===== src/rtl/poker_player_ctrl.sv =====
// Poker seat controller: takes dealer commands addressed to this seat, keeps the
// hand and chip balance, and walks deal/sort/bet/swap/bet/result with one response per command.
module poker_player_ctrl #(
   parameter int PLAYER_ID  = 6,
   parameter int PID_W      = 3,
   parameter int HAND_SIZE  = 5,
   parameter int MAX_SWAP   = 4,
   parameter int CHIP_W     = 8,
   parameter int INIT_CHIPS = 100,
   parameter int RAISE_STEP = 16
) (
   input  logic                         clk,
   input  logic                         reset,
   input  logic                         dlr_valid,
   input  logic [PID_W-1:0]             dlr_pid,
   input  logic [2:0]                   dlr_cmd,
   input  logic [7:0]                   dlr_data,
   input  logic                         sort_done,
   input  logic [$clog2(MAX_SWAP+1)-1:0] swap_cnt,
   input  logic [3*MAX_SWAP-1:0]        swap_idx,
   input  logic                         raise,
   input  logic                         weak_hand,
   input  logic                         win,
   input  logic [CHIP_W-1:0]            pot,
   output logic                         rsp_valid,
   output logic                         rsp_err,
   output logic [CHIP_W-1:0]            rsp_data,
   output logic                         fold,
   output logic                         start_sort,
   output logic [8*HAND_SIZE-1:0]       hand_flat,
   output logic [CHIP_W-1:0]            chips,
   output logic [3:0]                   state_o
);

   localparam int SC_W = $clog2(MAX_SWAP+1);
   localparam int DC_W = $clog2(HAND_SIZE+1);
   localparam int CW1  = CHIP_W + 1;

   localparam logic [2:0] CMD_DEAL     = 3'd0;
   localparam logic [2:0] CMD_BET      = 3'd1;
   localparam logic [2:0] CMD_SWAP_OUT = 3'd2;
   localparam logic [2:0] CMD_SWAP_IN  = 3'd3;
   localparam logic [2:0] CMD_RESULT   = 3'd4;

   typedef enum logic [3:0] {
      S_IDLE     = 4'd0,
      S_DEAL     = 4'd1,
      S_SORT     = 4'd2,
      S_BET1     = 4'd3,
      S_SWAP_OUT = 4'd4,
      S_SWAP_IN  = 4'd5,
      S_BET2     = 4'd6,
      S_WAIT_RES = 4'd7,
      S_OUT      = 4'd8
   } state_t;

   state_t                state;
   logic [7:0]            hand [HAND_SIZE];
   logic [DC_W-1:0]       deal_cnt;
   logic [SC_W-1:0]       swap_ptr;
   logic [SC_W-1:0]       swap_cnt_r;
   logic [3*MAX_SWAP-1:0] swap_idx_r;

   logic                  accept;
   logic [2:0]            sel_raw;
   logic [2:0]            sel_idx;
   logic [7:0]            sel_card;
   logic [CW1-1:0]        amt;
   logic [CW1-1:0]        amt_raise;
   logic [CW1-1:0]        chips_x;
   logic [CHIP_W-1:0]     res_chips;

   function automatic logic [CHIP_W-1:0] sat_add(input logic [CHIP_W-1:0] a,
                                                 input logic [CHIP_W-1:0] b);
      logic [CHIP_W:0] s;
      s = {1'b0, a} + {1'b0, b};
      return s[CHIP_W] ? {CHIP_W{1'b1}} : s[CHIP_W-1:0];
   endfunction

   assign accept    = dlr_valid && (dlr_pid == PID_W'(PLAYER_ID));
   assign amt       = CW1'(dlr_data);
   assign amt_raise = amt + CW1'(RAISE_STEP);
   assign chips_x   = {1'b0, chips};
   assign res_chips = (win && !fold) ? sat_add(chips, pot) : chips;
   assign state_o   = state;

   // Current swap slot; out-of-range hand indices fall back to card 0
   always_comb begin
      sel_raw = '0;
      for (int i = 0; i < MAX_SWAP; i++)
         if (swap_ptr == SC_W'(i)) sel_raw = swap_idx_r[3*i +: 3];
      sel_idx = ({1'b0, sel_raw} < 4'(HAND_SIZE)) ? sel_raw : 3'd0;
      sel_card = '0;
      for (int i = 0; i < HAND_SIZE; i++)
         if (sel_idx == 3'(i)) sel_card = hand[i];
   end

   always_comb begin
      hand_flat = '0;
      for (int i = 0; i < HAND_SIZE; i++) hand_flat[8*i +: 8] = hand[i];
   end

   always_ff @(posedge clk) begin
      if (reset) begin
         state      <= S_IDLE;
         chips      <= CHIP_W'(INIT_CHIPS);
         for (int i = 0; i < HAND_SIZE; i++) hand[i] <= '0;
         deal_cnt   <= '0;
         swap_ptr   <= '0;
         swap_cnt_r <= '0;
         swap_idx_r <= '0;
         rsp_valid  <= 1'b0;
         rsp_err    <= 1'b0;
         rsp_data   <= '0;
         fold       <= 1'b0;
         start_sort <= 1'b0;
      end else begin
         rsp_valid  <= accept;
         rsp_err    <= 1'b0;
         start_sort <= 1'b0;

         if (state == S_SORT && sort_done) begin
            swap_cnt_r <= (swap_cnt > SC_W'(MAX_SWAP)) ? SC_W'(MAX_SWAP) : swap_cnt;
            swap_idx_r <= swap_idx;
            swap_ptr   <= '0;
            state      <= S_BET1;
         end

         if (accept) begin
            rsp_data <= '0;
            case (state)
               S_IDLE, S_DEAL: begin
                  if (dlr_cmd == CMD_DEAL) begin
                     for (int i = 0; i < HAND_SIZE; i++)
                        if (deal_cnt == DC_W'(i)) hand[i] <= dlr_data;
                     deal_cnt <= deal_cnt + 1'b1;
                     if (deal_cnt == DC_W'(HAND_SIZE-1)) begin
                        state      <= S_SORT;
                        start_sort <= 1'b1;
                     end else begin
                        state <= S_DEAL;
                     end
                  end else rsp_err <= 1'b1;
               end
               S_BET1: begin
                  if (dlr_cmd == CMD_BET) begin
                     if (chips_x < amt) begin
                        fold  <= 1'b1;
                        state <= S_OUT;
                     end else begin
                        chips    <= chips - amt[CHIP_W-1:0];
                        rsp_data <= amt[CHIP_W-1:0];
                        state    <= S_SWAP_OUT;
                     end
                  end else rsp_err <= 1'b1;
               end
               S_SWAP_OUT: begin
                  if (dlr_cmd == CMD_SWAP_OUT) begin
                     if (swap_ptr < swap_cnt_r) begin
                        rsp_data <= CHIP_W'(sel_card);
                        swap_ptr <= swap_ptr + 1'b1;
                     end else begin
                        rsp_data <= '1;
                        swap_ptr <= '0;
                        state    <= (swap_cnt_r == '0) ? S_BET2 : S_SWAP_IN;
                     end
                  end else rsp_err <= 1'b1;
               end
               S_SWAP_IN: begin
                  if (dlr_cmd == CMD_SWAP_IN) begin
                     for (int i = 0; i < HAND_SIZE; i++)
                        if (sel_idx == 3'(i)) hand[i] <= dlr_data;
                     if (swap_ptr + 1'b1 == swap_cnt_r) begin
                        swap_ptr <= '0;
                        state    <= S_BET2;
                     end else begin
                        swap_ptr <= swap_ptr + 1'b1;
                     end
                  end else rsp_err <= 1'b1;
               end
               S_BET2: begin
                  if (dlr_cmd == CMD_BET) begin
                     if (weak_hand || chips_x < amt) begin
                        fold  <= 1'b1;
                        state <= S_OUT;
                     end else if (raise && chips_x >= amt_raise) begin
                        chips    <= chips - amt_raise[CHIP_W-1:0];
                        rsp_data <= amt_raise[CHIP_W-1:0];
                        state    <= S_WAIT_RES;
                     end else begin
                        chips    <= chips - amt[CHIP_W-1:0];
                        rsp_data <= amt[CHIP_W-1:0];
                        state    <= S_WAIT_RES;
                     end
                  end else rsp_err <= 1'b1;
               end
               S_WAIT_RES, S_OUT: begin
                  if (dlr_cmd == CMD_RESULT) begin
                     chips    <= res_chips;
                     rsp_data <= res_chips;
                     fold     <= 1'b0;
                     deal_cnt <= '0;
                     swap_ptr <= '0;
                     state    <= (res_chips == '0) ? S_OUT : S_IDLE;
                  end else rsp_err <= 1'b1;
               end
               default: rsp_err <= 1'b1;
            endcase
         end
      end
   end

endmodule


===== config.mk =====
export PLATFORM = sky130hd
export DESIGN_NAME = poker_player_ctrl
export DESIGN_NICKNAME = d
export VERILOG_FILES = /design/src/rtl/poker_player_ctrl.sv
export SDC_FILE = /design/constraint.sdc
export NUM_CORES = 1
export LEC_CHECK = 0
export CAP_MARGIN = 10
export CORE_MARGIN = 2
export CORE_UTILIZATION = 53
export CTS_CLUSTER_DIAMETER = 120
export DETAILED_ROUTE_END_ITERATION = 7
export HOLD_SLACK_MARGIN = 0.02
export PLACE_DENSITY_LB_ADDON = 0.2
export SETUP_SLACK_MARGIN = 0.15
export SYNTH_ARGS = -nofsm -noshare
export SYNTH_HDL_FRONTEND = slang
export SYNTH_SLANG_ARGS = --single-unit

===== constraint.sdc =====
create_clock -name clk -period 3.44 [get_ports clk]
set_input_delay 0.344 -clock clk [delete_from_list [all_inputs] [get_ports clk]]
set_output_delay 0.344 -clock clk [all_outputs]
set_load 0.02 [all_outputs]

[Word-level counts from Yosys, hierarchy flattened]
Memories as Yosys holds them, arrays and structs flattened.
Index checks and enable logic that the tools add are counted.
Storage, ports and cells
  memories: 1
  output and inout bits: 64
  logic and storage cells: 229
  bits in registers: 45
  input bits: 44
  bits in writable memories: 40
Memory list
  hand: depth 5, bits a word 8, rd ports 5, clocked after memory_dff 0, write ports 5, RTL line 58  | logic [7:0] hand [HAND_SIZE];
Operators by class
  reductions and logical operators: 22
  bitwise operators: 11
  eq/ne operators: 33
  $lt $le $gt $ge: 5
  $add $sub $neg: 6
  multiplexer cells: 140
Operators by type and width (number)
  $mux W8: 31
  $mux W1: 72
  $mux W4: 13
  $mux W3: 15
  $pmux W8 S4: 1
  $eq A3 B2 Y1 const B: 8
  $pmux W4 S6: 1
  $pmux W8 S3: 1
  $eq A4 B3 Y1 const B: 4
  $ne A2 B2 Y1 const B: 8
  $sub A8 B8 Y8: 2
  $logic_not A3 Y1: 5
  $reduce_and A7 Y1: 2
  $eq A3 B1 Y1 const B: 4
  $eq A3 B3 Y1 const B: 4
  $or A1 B1 Y1: 10
  $add A8 B5 Y9 const B: 1
  $add A8 B8 Y9: 1
  $ge A8 B9 Y1: 1
  $pmux W3 S3: 1
  $eq A4 B2 Y1 const B: 2
  $logic_not A8 Y1: 1
  $lt A8 B8 Y1: 1
  $reduce_or A2 Y1: 4
  19 further kinds: 24

[Logic depth before layout (Yosys ltp)]
Gate-level depths: netlist of the first run.
  depth in word-level cells: 16
  depth in mapped cells: 11
  mapped depth without buffers: 10

[Worst setup path before layout of the first run]
Ideal clock, no wire load.
  path kind: reg-to-reg
  from: register state[0] (netlist: state_o[0])
  to: memory hand[2][0] (netlist: hand[0][16]), enable pin
  data required time: 3.053 ns
  buffers on the path: 1
  path slack: 0.619 ns
  stages on the path, launching flop included: 7
  library setup time: 0.387 ns
  clock period less this slack: 2.821 ns
  arrival: 2.435 ns
  cells stage by stage: dfxtp_1 clkbuf_1 nand4b_1 or2_2 nor3_1 nand2_1 o31ai_1
RTL lines
  start, declared: RTL line 57  | state_t state;
  start signal, assigned: RTL line 165  | state <= (swap_cnt_r == '0) ? S_BET2 : S_SWAP_IN;
  start signal, assigned: RTL line 204  | state <= (res_chips == '0) ? S_OUT : S_IDLE;
  end, declared: RTL line 58

==> run summary, run 1 <==
Status: completed
DR vias/cell: 6.17
Synth Area in Simple Gates: 21.2%
Least-Margin Pin Slew: 0.997 ns
HP Class: flip-flop to flip-flop
Syn avg cell area: 8.79 um^2
Worst Setup Start Kind: flip-flop
Post-CTS sizing: 0
Core Box Area: 0.0103 mm^2
Layout cells sized above 1: 7.60%
Die area: 0.0115 mm^2
I/O pin count: 108
Final nets: 838
Pre-antenna DRT Iters: 5
Cts hold-fix bufs: 0
Root Buffer Master: clkbuf_8
Layout area overhead: 26.8%
Setup Fix Bufs, Post-CTS: 0
Worst skew pair latency: 0.37 ns
Gpl congestion: 0.911
Starting Density: 54.6%
Mapped cell area: 0.00563 mm^2
Synth Area in Adders: 8.44%
RSZ-0062 raised after global routing: no
PortBufs: 107
Largest family of logic cells by synthesized area: compound AO/OA/AOI/OAI gates
Distinct cells, synth: 78
Die H: 107 um
Grt total ovfl: 0
Max-cap violations: 0
Ys flop type: dfxtp_1
TritonCTS Buffers: 9
Multiplexer share of the synthesized area: 2.49%
Required time of the critical path: 3.54 ns
Post-route ant nets: 0
Final core utilization: 69.2%
All-Layer GR Usage: 31.4%
WP data arrival: 3.05 ns
Vias in the first global route: 5,259
Clk sinks: 85
Post-synth EDFFs: 40
Initial antenna violation count: 0
Final hold vios: 0
Leakage: 0.00262 uW
Element type at the critical path end: flip-flop
Synth Warn #: 0
Worst clock skew: 0.0186 ns
Power Density: 298 mW/mm^2
Period utilisation layout: 85.7%
Yosys reg bits: 85
H-tree depth: 3
Slew Viols, Final: 0
Detailed Place HPWL: 13,800 um
Post-synthesis async set-or-reset flop share: 0%
Tmin final: 2.95 ns
VDD IR max: 0.242 mV
Drc violations: 0
DR iter-0 viols: 556
Relative slew slack: 33.2%
Setup Viol. Count Final: 0
Crit path kind: flip-flop to flip-flop
First-pass GRT wire length: 27,800 um
CTS tree: done
Synthesized instance count: 641
Mapped Nets: 721
Setup TNS after final layout: 0 ns
Synth area leaders: edfxtp_1 (21%), dfxtp_1 (16%), ha_1 (7.6%)
F_max: 339 MHz
CTS Buffer Depth: 2
Most common cell in the synthesized netlist: nand2_1
CP max FO: 12
Row count: 37
Synth top area share: 21.3%
Post-synthesis sequential area ratio: 37.3%
Die Width: 107 um
Vias: 5,549
Worst-path clk slew: 0.10 ns
XOR/XNOR share of the synthesized area: 2.49%
Pin count of the biggest net entering global routing: 31
Top post-synthesis cells by count: nand2_1 (72), nor2_1 (65), a21oi_1 (50), dfxtp_1 (45), edfxtp_1 (40)
Compound-Gate Fraction of Synth Area: 24.3%
ANT cells: 0
Most area-hungry cell type in the Yosys netlist: edfxtp_1
Routed WL: 17,800 um
Drt wl/cell: 19.8 um
worst max-delay path, stage by stage, from the launching register on:
cell     delay, ns
dfxtp_1       0.59
or3b_4        0.47
or2_2         0.34
nor3_1        0.42
a31oi_1       0.32
nor2b_1       0.54
worst paths after layout:
| check | from | end | slack [ns] | cells after the start |
|---|---|---|---|---|
| max | state_o[2]$_SDFF_PP0_ | hand[0][0]$_DFFE_PP_ | 0.49 | 5 |
| min | swap_idx_r[8]$_SDFFE_PP0P_ | swap_idx_r[8]$_SDFFE_PP0P_ | 0.46 | 2 |
| max reg2reg | state_o[2]$_SDFF_PP0_ | hand[0][0]$_DFFE_PP_ | 0.49 | 5 |
| min reg2reg | swap_idx_r[8]$_SDFFE_PP0P_ | swap_idx_r[8]$_SDFFE_PP0P_ | 0.46 | 2 |
cells in the final DEF (no fill, tap or decap), drive strengths merged, types with 12 or more instances in the layout:
| master | n |
|---|---|
| ha | 34 |
| nor3 | 25 |
| clkdlybuf4s50 | 107 |
| dfxtp | 45 |
| nor2b | 13 |
| nand2b | 15 |
| edfxtp | 40 |
| buf | 23 |
| nor2 | 65 |
| a211oi | 12 |
| o21ai | 28 |
| nand2 | 72 |
| inv | 35 |
| mux2i | 14 |
| a21oi | 52 |
power breakdown:
part	internal, uW	total (uW)	leakage, uW	switching (uW)
clock	292	722	0.000103	430
combinational	148	321	0.00172	172
sequential	1070	1090	0.000792	14.7
stage by stage:
step / setup WS, ns / instance area, um^2 / cells / total power [uW] / hold WS (ns)
3_3_place_gp: 0.268 / 6940 / 883 / 1420 / 0.447
2_1_floorplan: 0.619 / 5630 / 641 / 1280 / 0.431
6_report: 0.491 / 7140 / 899 / 2130 / 0.465
3_5_place_dp: 0.158 / 6940 / 883 / 1420 / 0.449
5_1_grt: 0.304 / 7140 / 899 / 2200 / 0.487
4_1_cts: 0.550 / 7140 / 899 / 2130 / 0.463
sequential cells by signal, summed over array words and instances, names as in the netlist:
register,flops
swap_ptr,3
chips,8
rsp_err,1
start_sort,1
swap_idx_r,12
rsp_data,8
state_o,4
rsp_valid,1
hand,40
fold,1
swap_cnt_r,3
deal_cnt,3
cell families (layout without fill, tap and decap cells):
family | count (synthesis) | count (layout)
multiplexers | 14 | 14
XOR/XNOR | 16 | 16
buffers and inverters | 53 | 175
adder cells (fa/ha/maj) | 37 | 37
flip-flops | 85 | 85
AO/OA/AOI/OAI | 197 | 197
AND/OR/NAND/NOR | 239 | 239
metal layers:
layer | part of all wire (%) | GRT usage [%] | vias up | wire, um
met2 | 43 | 47.0 | 276 | 7640
met4 | 2.1 | 9.09 | 0 | 377
li1 | - | - | 2629 | -
met5 | 0 | 0 | - | 0
met1 | 46 | 46.9 | 2615 | 8250
met3 | 8.5 | 4.86 | 29 | 1500
area by class of cell:
type / count / area, um^2
multi-input cells: 503 / 3320
fillers: 853 / 3180
well taps: 136 / 170
repair buffers: 130 / 1240
clock buffers: 9 / 124
clock inverters: 7 / 76.3
flip-flops and latches: 85 / 2100
inverters: 29 / 109
(Power assumes the default switching activity.)
==> run 2: changes to the inputs <==
CTS_BUF_LIST = sky130_fd_sc_hd__clkbuf_16   (was not set)
REMOVE_ABC_BUFFERS = 1   (was not set)
==> run 2 against run 1 <==
Effect of this change:
- via count up 1.6%
- cell count fell by 0.11%
- cell area increased by 1.2%
- critical path depth is 5 higher
- total power is 12% higher
- first-iteration DRC count shrank 12%
- fmax shrank 0.87%
- register-to-register slack is essentially flat
- sequential power about the same
- routed wire length grew 0.62%
- non-clock buffer count is 1 lower
==> run summary, run 2 (synthesis gave the netlist of run 1 again) <==
Row count: 37 (unchanged)
RSZ-0062 raised after global routing: no (unchanged)
Design area: 0.00723 mm^2 (was 0.00714 mm^2)
TritonCTS Buffers: 9 (unchanged)
Leakage: 0.00266 uW (was 0.00262 uW)
Layout area overhead: 28.3% (was 26.8%)
Layout cells sized above 1: 7.61% (was 7.60%)
PortBufs: 107 (unchanged)
H-tree depth: 3 (unchanged)
CTS tree: done (unchanged)
Worst clock skew: 0.00951 ns (was 0.0186 ns)
Worst-path clk slew: 0.07 ns (was 0.10 ns)
Required time of the critical path: 3.68 ns (was 3.54 ns)
ANT cells: 0 (unchanged)
Area of the multi-input gates: 0.00332 mm^2 (unchanged)
Commonest non-fill, non-tap cells in the layout: clkdlybuf4s50_1 (106), nand2_1 (72), nor2_1 (65), a21oi_1 (50), dfxtp_1 (45) (was clkdlybuf4s50_1 (107), nand2_1 (72), nor2_1 (65), a21oi_1 (50), dfxtp_1 (45))
Detailed Place HPWL: 13,800 um (about the same)
Hold-critical path depth: 2 (unchanged)
R2R cell count: 8 (was 5)
Die H: 107 um (unchanged)
Final hold vios: 0 (unchanged)
Sequential Area: 0.00210 mm^2 (unchanged)
Pre-antenna DRT Iters: 5 (unchanged)
First-pass GRT wire length: 27,900 um (was 27,800 um)
Post-route ant nets: 0 (unchanged)
F_max: 336 MHz (was 339 MHz)
DR vias/cell: 6.28 (was 6.17)
Vias in the first global route: 5,341 (was 5,259)
Layout fillers: 825 (was 853)
Drt wl/cell: 19.9 um (was 19.8 um)
Element type at the critical path end: flip-flop (unchanged)
Hold_sp: reset (was swap_idx_r[8]$_SDFFE_PP0P_)
Setup Viol. Count Final: 0 (unchanged)
Final Power: 2390 uW (was 2130 uW)
Vias: 5,640 (was 5,549)
CP max FO: 10 (was 12)
Least-Margin Pin Slew: 1.02 ns (was 0.997 ns)
CTS Buffer Depth: 2 (unchanged)
VDD IR max: 0.296 mV (was 0.242 mV)
WP data arrival: 3.22 ns (was 3.05 ns)
Grt total ovfl: 0 (unchanged)
Worst skew pair latency: 0.36 ns (was 0.37 ns)
Number of flip-flops under the largest register name: 40 (unchanged)
Setup TNS after final layout: 0 ns (unchanged)
Root Buffer Master: clkbuf_16 (was clkbuf_8)
Relative slew slack: 31.8% (was 33.2%)
Die Width: 107 um (unchanged)
Final Non-Filler Cells: 898 (was 899)
Most flop-heavy register: hand (unchanged)
Initial antenna violation count: 0 (unchanged)
Gpl congestion: 0.946 (was 0.911)
Min-Delay Endpoint: fold$_SDFFE_PP0P_ (was swap_idx_r[8]$_SDFFE_PP0P_)
Status: completed (unchanged)
Starting Density: 54.6% (unchanged)
Crit path kind: primary input to flip-flop (was flip-flop to flip-flop)
Final nets: 837 (was 838)
Routed WL: 17,900 um (was 17,800 um)
Setup Fix Bufs, Post-CTS: 0 (unchanged)
Critical R2R Capture: chips[2]$_SDFFE_PP1P_ (was hand[0][0]$_DFFE_PP_)
Die area: 0.0115 mm^2 (unchanged)
Core Box Area: 0.0103 mm^2 (unchanged)
I/O pin count: 108 (unchanged)
Post-CTS sizing: 0 (unchanged)
Reg-to-Reg Start: chips[1]$_SDFFE_PP0P_ (was state_o[2]$_SDFF_PP0_)
All-Layer GR Usage: 31.4% (about the same)
Cts hold-fix bufs: 0 (unchanged)
Drc violations: 0 (unchanged)
Slew Viols, Final: 0 (unchanged)
Commonest non-fill, non-tap cell in the layout: clkdlybuf4s50_1 (unchanged)
Largest regs: hand x40, swap_idx_r x12 (unchanged)
HP Class: primary input to flip-flop (was flip-flop to flip-flop)
Placed cell count: 882 (was 883)
Max-cap violations: 0 (unchanged)
Flop-to-flop setup slack: 0.50 ns (was 0.49 ns)
Pin count of the biggest net entering global routing: 33 (was 31)
Period utilisation layout: 86.5% (was 85.7%)
Power Density: 330 mW/mm^2 (was 298 mW/mm^2)
DR iter-0 viols: 490 (was 556)
Worst Setup Start Kind: primary input (was flip-flop)
Placed Instance Area: 0.00693 mm^2 (was 0.00694 mm^2)
Tmin final: 2.98 ns (was 2.95 ns)
Clk sinks: 85 (unchanged)
Final core utilization: 70.0% (was 69.2%)
run 2: cell count changes in the layout (fill, tap and decap cells not counted):
| cell | before | now |
|---|---|---|
| buf_4 | 23 | 22 |
| clkbuf_8 | 9 | 0 |
| clkinvlp_4 | 0 | 1 |
| clkbuf_16 | 0 | 9 |
| buf_2 | 0 | 1 |
| clkdlybuf4s50_1 | 107 | 106 |
| inv_8 | 3 | 2 |
run 2: critical path, cell delays in order:
cell             delay (ns)
clkdlybuf4s50_1        0.53
inv_1                  0.10
ha_1                   0.38
and3_1                 0.17
a21oi_1                0.33
a31oi_1                0.25
o22ai_1                0.35
a21o_1                 0.39
nor2_1                 0.09
a211o_1                0.27
run 2: through the flow:
stage	hold slack [ns]	worst slack (ns)
after floorplan	0.410	0.589
after global placement	0.448	0.253
after detailed placement	0.452	0.179
after CTS	0.405	0.532
after global routing	0.439	0.225
final	0.418	0.465
run 2: final cells by class:
class,count,area share [%]
multi-input cells,503,45.9
flip-flops and latches,85,29.1
repair buffers,129,17.0
clock buffers,9,3.12
well taps,136,2.35
inverters,29,1.51
clock inverters,7,1.00
run 2: where the power goes:
group | total [uW] | switching (uW) | internal [uW]
combinational | 320 | 172 | 148
sequential | 1090 | 13.7 | 1070
clock | 983 | 470 | 514
total | 2390 | 656 | 1730
run 2: worst max-delay path by stage:
| stage | from | end | slack (ns) | depth (start not counted) |
|---|---|---|---|---|
| 2_1_floorplan | state_o[2]$_SDFF_PP0_ | hand[0][16]$_DFFE_PP_ | 0.59 | 5 |
| 3_3_place_gp | dlr_data[5] | chips[2]$_SDFFE_PP1P_ | 0.25 | 10 |
| 3_5_place_dp | dlr_data[5] | chips[2]$_SDFFE_PP1P_ | 0.18 | 10 |
| 4_1_cts | dlr_data[5] | chips[2]$_SDFFE_PP1P_ | 0.53 | 10 |
| 5_1_grt | dlr_data[5] | chips[2]$_SDFFE_PP1P_ | 0.22 | 10 |
| 6_report | dlr_data[5] | chips[2]$_SDFFE_PP1P_ | 0.46 | 10 |
run 2: metal layers:
metal  up-vias  wire [um]  share of wire, %  GRT usage [%]
li1       2630          -                 -              -
met1      2661       7530                42           43.4
met2       312       8210                46           49.3
met3        37       1750               9.8           6.69
met4         0        397               2.2           9.65
met5         -          0                 0              0
==> run 3: changes to the inputs <==
PLACE_DENSITY = 0.92   (was not set)
PLACE_DENSITY_LB_ADDON = not set   (was 0.2)
==> run 3 against run 2 <==
Effect of this change:
- total power fell by 0.15%
- core utilization fell by 0.33 points
- setup slack got worse by 0.059 ns
- count of clock-buffer cells in the layout did not move
- largest cell class unchanged
- cell count fell by 0.56%
- clock skew rose by 0.0037 ns
- fmax fell by 1.9%
- combinational power barely moved
- via count rose by 2.5%
- global-route usage fell by 0.069 points
- die area did not move
- flip-flop and latch count did not move
==> run summary, run 3 (synthesis gave the netlist of run 1 again) <==
Sw frac: 27.4% (about the same)
Pin count of the biggest net entering global routing: 32 (was 33)
Crit path kind: flip-flop to flip-flop (was primary input to flip-flop)
Sequential Area: 0.00210 mm^2 (unchanged)
Cts hold-fix bufs: 0 (unchanged)
Setup Viol. Count Final: 0 (unchanged)
Worst Setup Start Kind: flip-flop (was primary input)
PortBufs: 107 (unchanged)
Largest regs: hand x40, swap_idx_r x12 (unchanged)
Die H: 107 um (unchanged)
Drc violations: 0 (unchanged)
Worst skew pair latency: 0.35 ns (was 0.36 ns)
Tmin final: 3.03 ns (was 2.98 ns)
Combinational power share: 13.4% (about the same)
First-pass GRT wire length: 28,300 um (was 27,900 um)
HP Class: primary input to flip-flop (unchanged)
Gpl congestion: 1.00 (was 0.946)
Setup TNS after final layout: 0 ns (unchanged)
Post-CTS sizing: 0 (unchanged)
Internal: 1730 uW (about the same)
All-Layer GR Usage: 31.4% (about the same)
Detailed Place HPWL: 13,500 um (was 13,800 um)
Commonest non-fill, non-tap cell in the layout: clkdlybuf4s50_1 (unchanged)
Die Width: 107 um (unchanged)
Slew Viols, Final: 0 (unchanged)
Critical R2R Capture: hand[0][32]$_DFFE_PP_ (was chips[2]$_SDFFE_PP1P_)
Power Density: 331 mW/mm^2 (was 330 mW/mm^2)
Status: completed (unchanged)
Worst clock skew: 0.0132 ns (was 0.00951 ns)
Pre-antenna DRT Iters: 6 (was 5)
CP max FO: 12 (was 10)
Die area: 0.0115 mm^2 (unchanged)
DR vias/cell: 6.48 (was 6.28)
WP data arrival: 3.10 ns (was 3.22 ns)
TritonCTS Buffers: 9 (unchanged)
Reg-to-Reg Start: state_o[1]$_SDFF_PP0_ (was chips[1]$_SDFFE_PP0P_)
Leakage: 0.00263 uW (was 0.00266 uW)
Post-route ant nets: 0 (unchanged)
R2R cell count: 4 (was 8)
ANT cells: 0 (unchanged)
Final nets: 832 (was 837)
Least-Margin Pin Slew: 1.18 ns (was 1.02 ns)
Root Buffer Master: clkbuf_16 (unchanged)
Max-cap violations: 0 (unchanged)
Sequential share of power: 45.5% (was 45.4%)
F_max: 330 MHz (was 336 MHz)
Required time of the critical path: 3.51 ns (was 3.68 ns)
Final Power: 2380 uW (was 2390 uW)
Min-Delay Endpoint: fold$_SDFFE_PP0P_ (unchanged)
Layout area overhead: 27.7% (was 28.3%)
Initial antenna violation count: 0 (unchanged)
Starting Density: 54.6% (unchanged)
Setup Fix Bufs, Post-CTS: 0 (unchanged)
Element type at the critical path end: flip-flop (unchanged)
Worst-path clk slew: 0.07 ns (about the same)
Vias in the first global route: 5,502 (was 5,341)
Switching pwr: 653 uW (was 656 uW)
Core Box Area: 0.0103 mm^2 (unchanged)
Relative slew slack: 21.1% (was 31.8%)
Flop-to-flop setup slack: 0.41 ns (was 0.50 ns)
I/O pin count: 108 (unchanged)
Row count: 37 (unchanged)
Vias: 5,783 (was 5,640)
Grt total ovfl: 0 (unchanged)
VDD IR max: 0.280 mV (was 0.296 mV)
CTS tree: done (unchanged)
RSZ-0062 raised after global routing: no (unchanged)
Area of the multi-input gates: 0.00332 mm^2 (unchanged)
Most flop-heavy register: hand (unchanged)
Layout fillers: 772 (was 825)
Period utilisation layout: 88.2% (was 86.5%)
H-tree depth: 3 (unchanged)
Layout cells sized above 1: 7.00% (was 7.61%)
Routed WL: 18,000 um (was 17,900 um)
Hold_sp: reset (unchanged)
Final hold vios: 0 (unchanged)
CTS Buffer Depth: 2 (unchanged)
Number of flip-flops under the largest register name: 40 (unchanged)
Hold-critical path depth: 2 (unchanged)
Commonest non-fill, non-tap cells in the layout: clkdlybuf4s50_1 (106), nand2_1 (72), nor2_1 (65), a21oi_1 (50), dfxtp_1 (45) (unchanged)
Clk sinks: 85 (unchanged)
Drt wl/cell: 20.2 um (was 19.9 um)
Power share of the clock group: 41.1% (was 41.2%)
DR iter-0 viols: 664 (was 490)
run 3: worst max-delay path, cell delays in order, from the launching register on:
cell	delay [ns]
dfxtp_1	0.44
or3_1	0.48
nor4_2	0.61
a31oi_1	0.60
nor2b_1	0.62
run 3: power groups by stage:
stage                     Sequential (uW)  Combinational (uW)  Clock, uW
after CTS                            1090                 312        974
after floorplan                      1120                 144          0
final                                1090                 319        980
after global routing                 1090                 339       1020
after global placement               1110                 305          0
after detailed placement             1110                 310          0
run 3: cell type report:
class / instances / share of cell area (%)
multi-input cells: 503 / 46.1
flip-flops and latches: 85 / 29.2
repair buffers: 124 / 16.6
clock buffers: 9 / 3.13
well taps: 136 / 2.36
inverters: 29 / 1.51
clock inverters: 7 / 1.06
run 3: worst max-delay path by stage:
stage                          start                    end
6_report       state_o[1]$_SDFF_PP0_  hand[0][32]$_DFFE_PP_
5_1_grt                  dlr_data[6]  chips[2]$_SDFFE_PP1P_
4_1_cts                  dlr_data[4]  chips[2]$_SDFFE_PP1P_
3_5_place_dp             dlr_data[4]  chips[2]$_SDFFE_PP1P_
3_3_place_gp             dlr_data[2]  chips[2]$_SDFFE_PP1P_
2_1_floorplan  state_o[2]$_SDFF_PP0_  hand[0][16]$_DFFE_PP_
run 3: through the flow:
step	cell area (um^2)	util [%]	setup WS [ns]	std cells	hold slack, ns
floorplan	5530	-	0.589	617	0.410
global placement	6890	66.8	0.282	877	0.445
detailed placement	6890	66.8	0.177	877	0.449
CTS	7200	69.7	0.525	893	0.409
global route	7200	69.7	0.213	893	0.421
finish	7200	69.7	0.406	893	0.432
run 3: metal layers:
metal,share of wire [%],GRT usage (%),routed length [um]
met4,4.2,11.7,757
met5,0,0,0
met3,11,7.36,1970
met2,44,49.0,7980
met1,41,42.3,7320
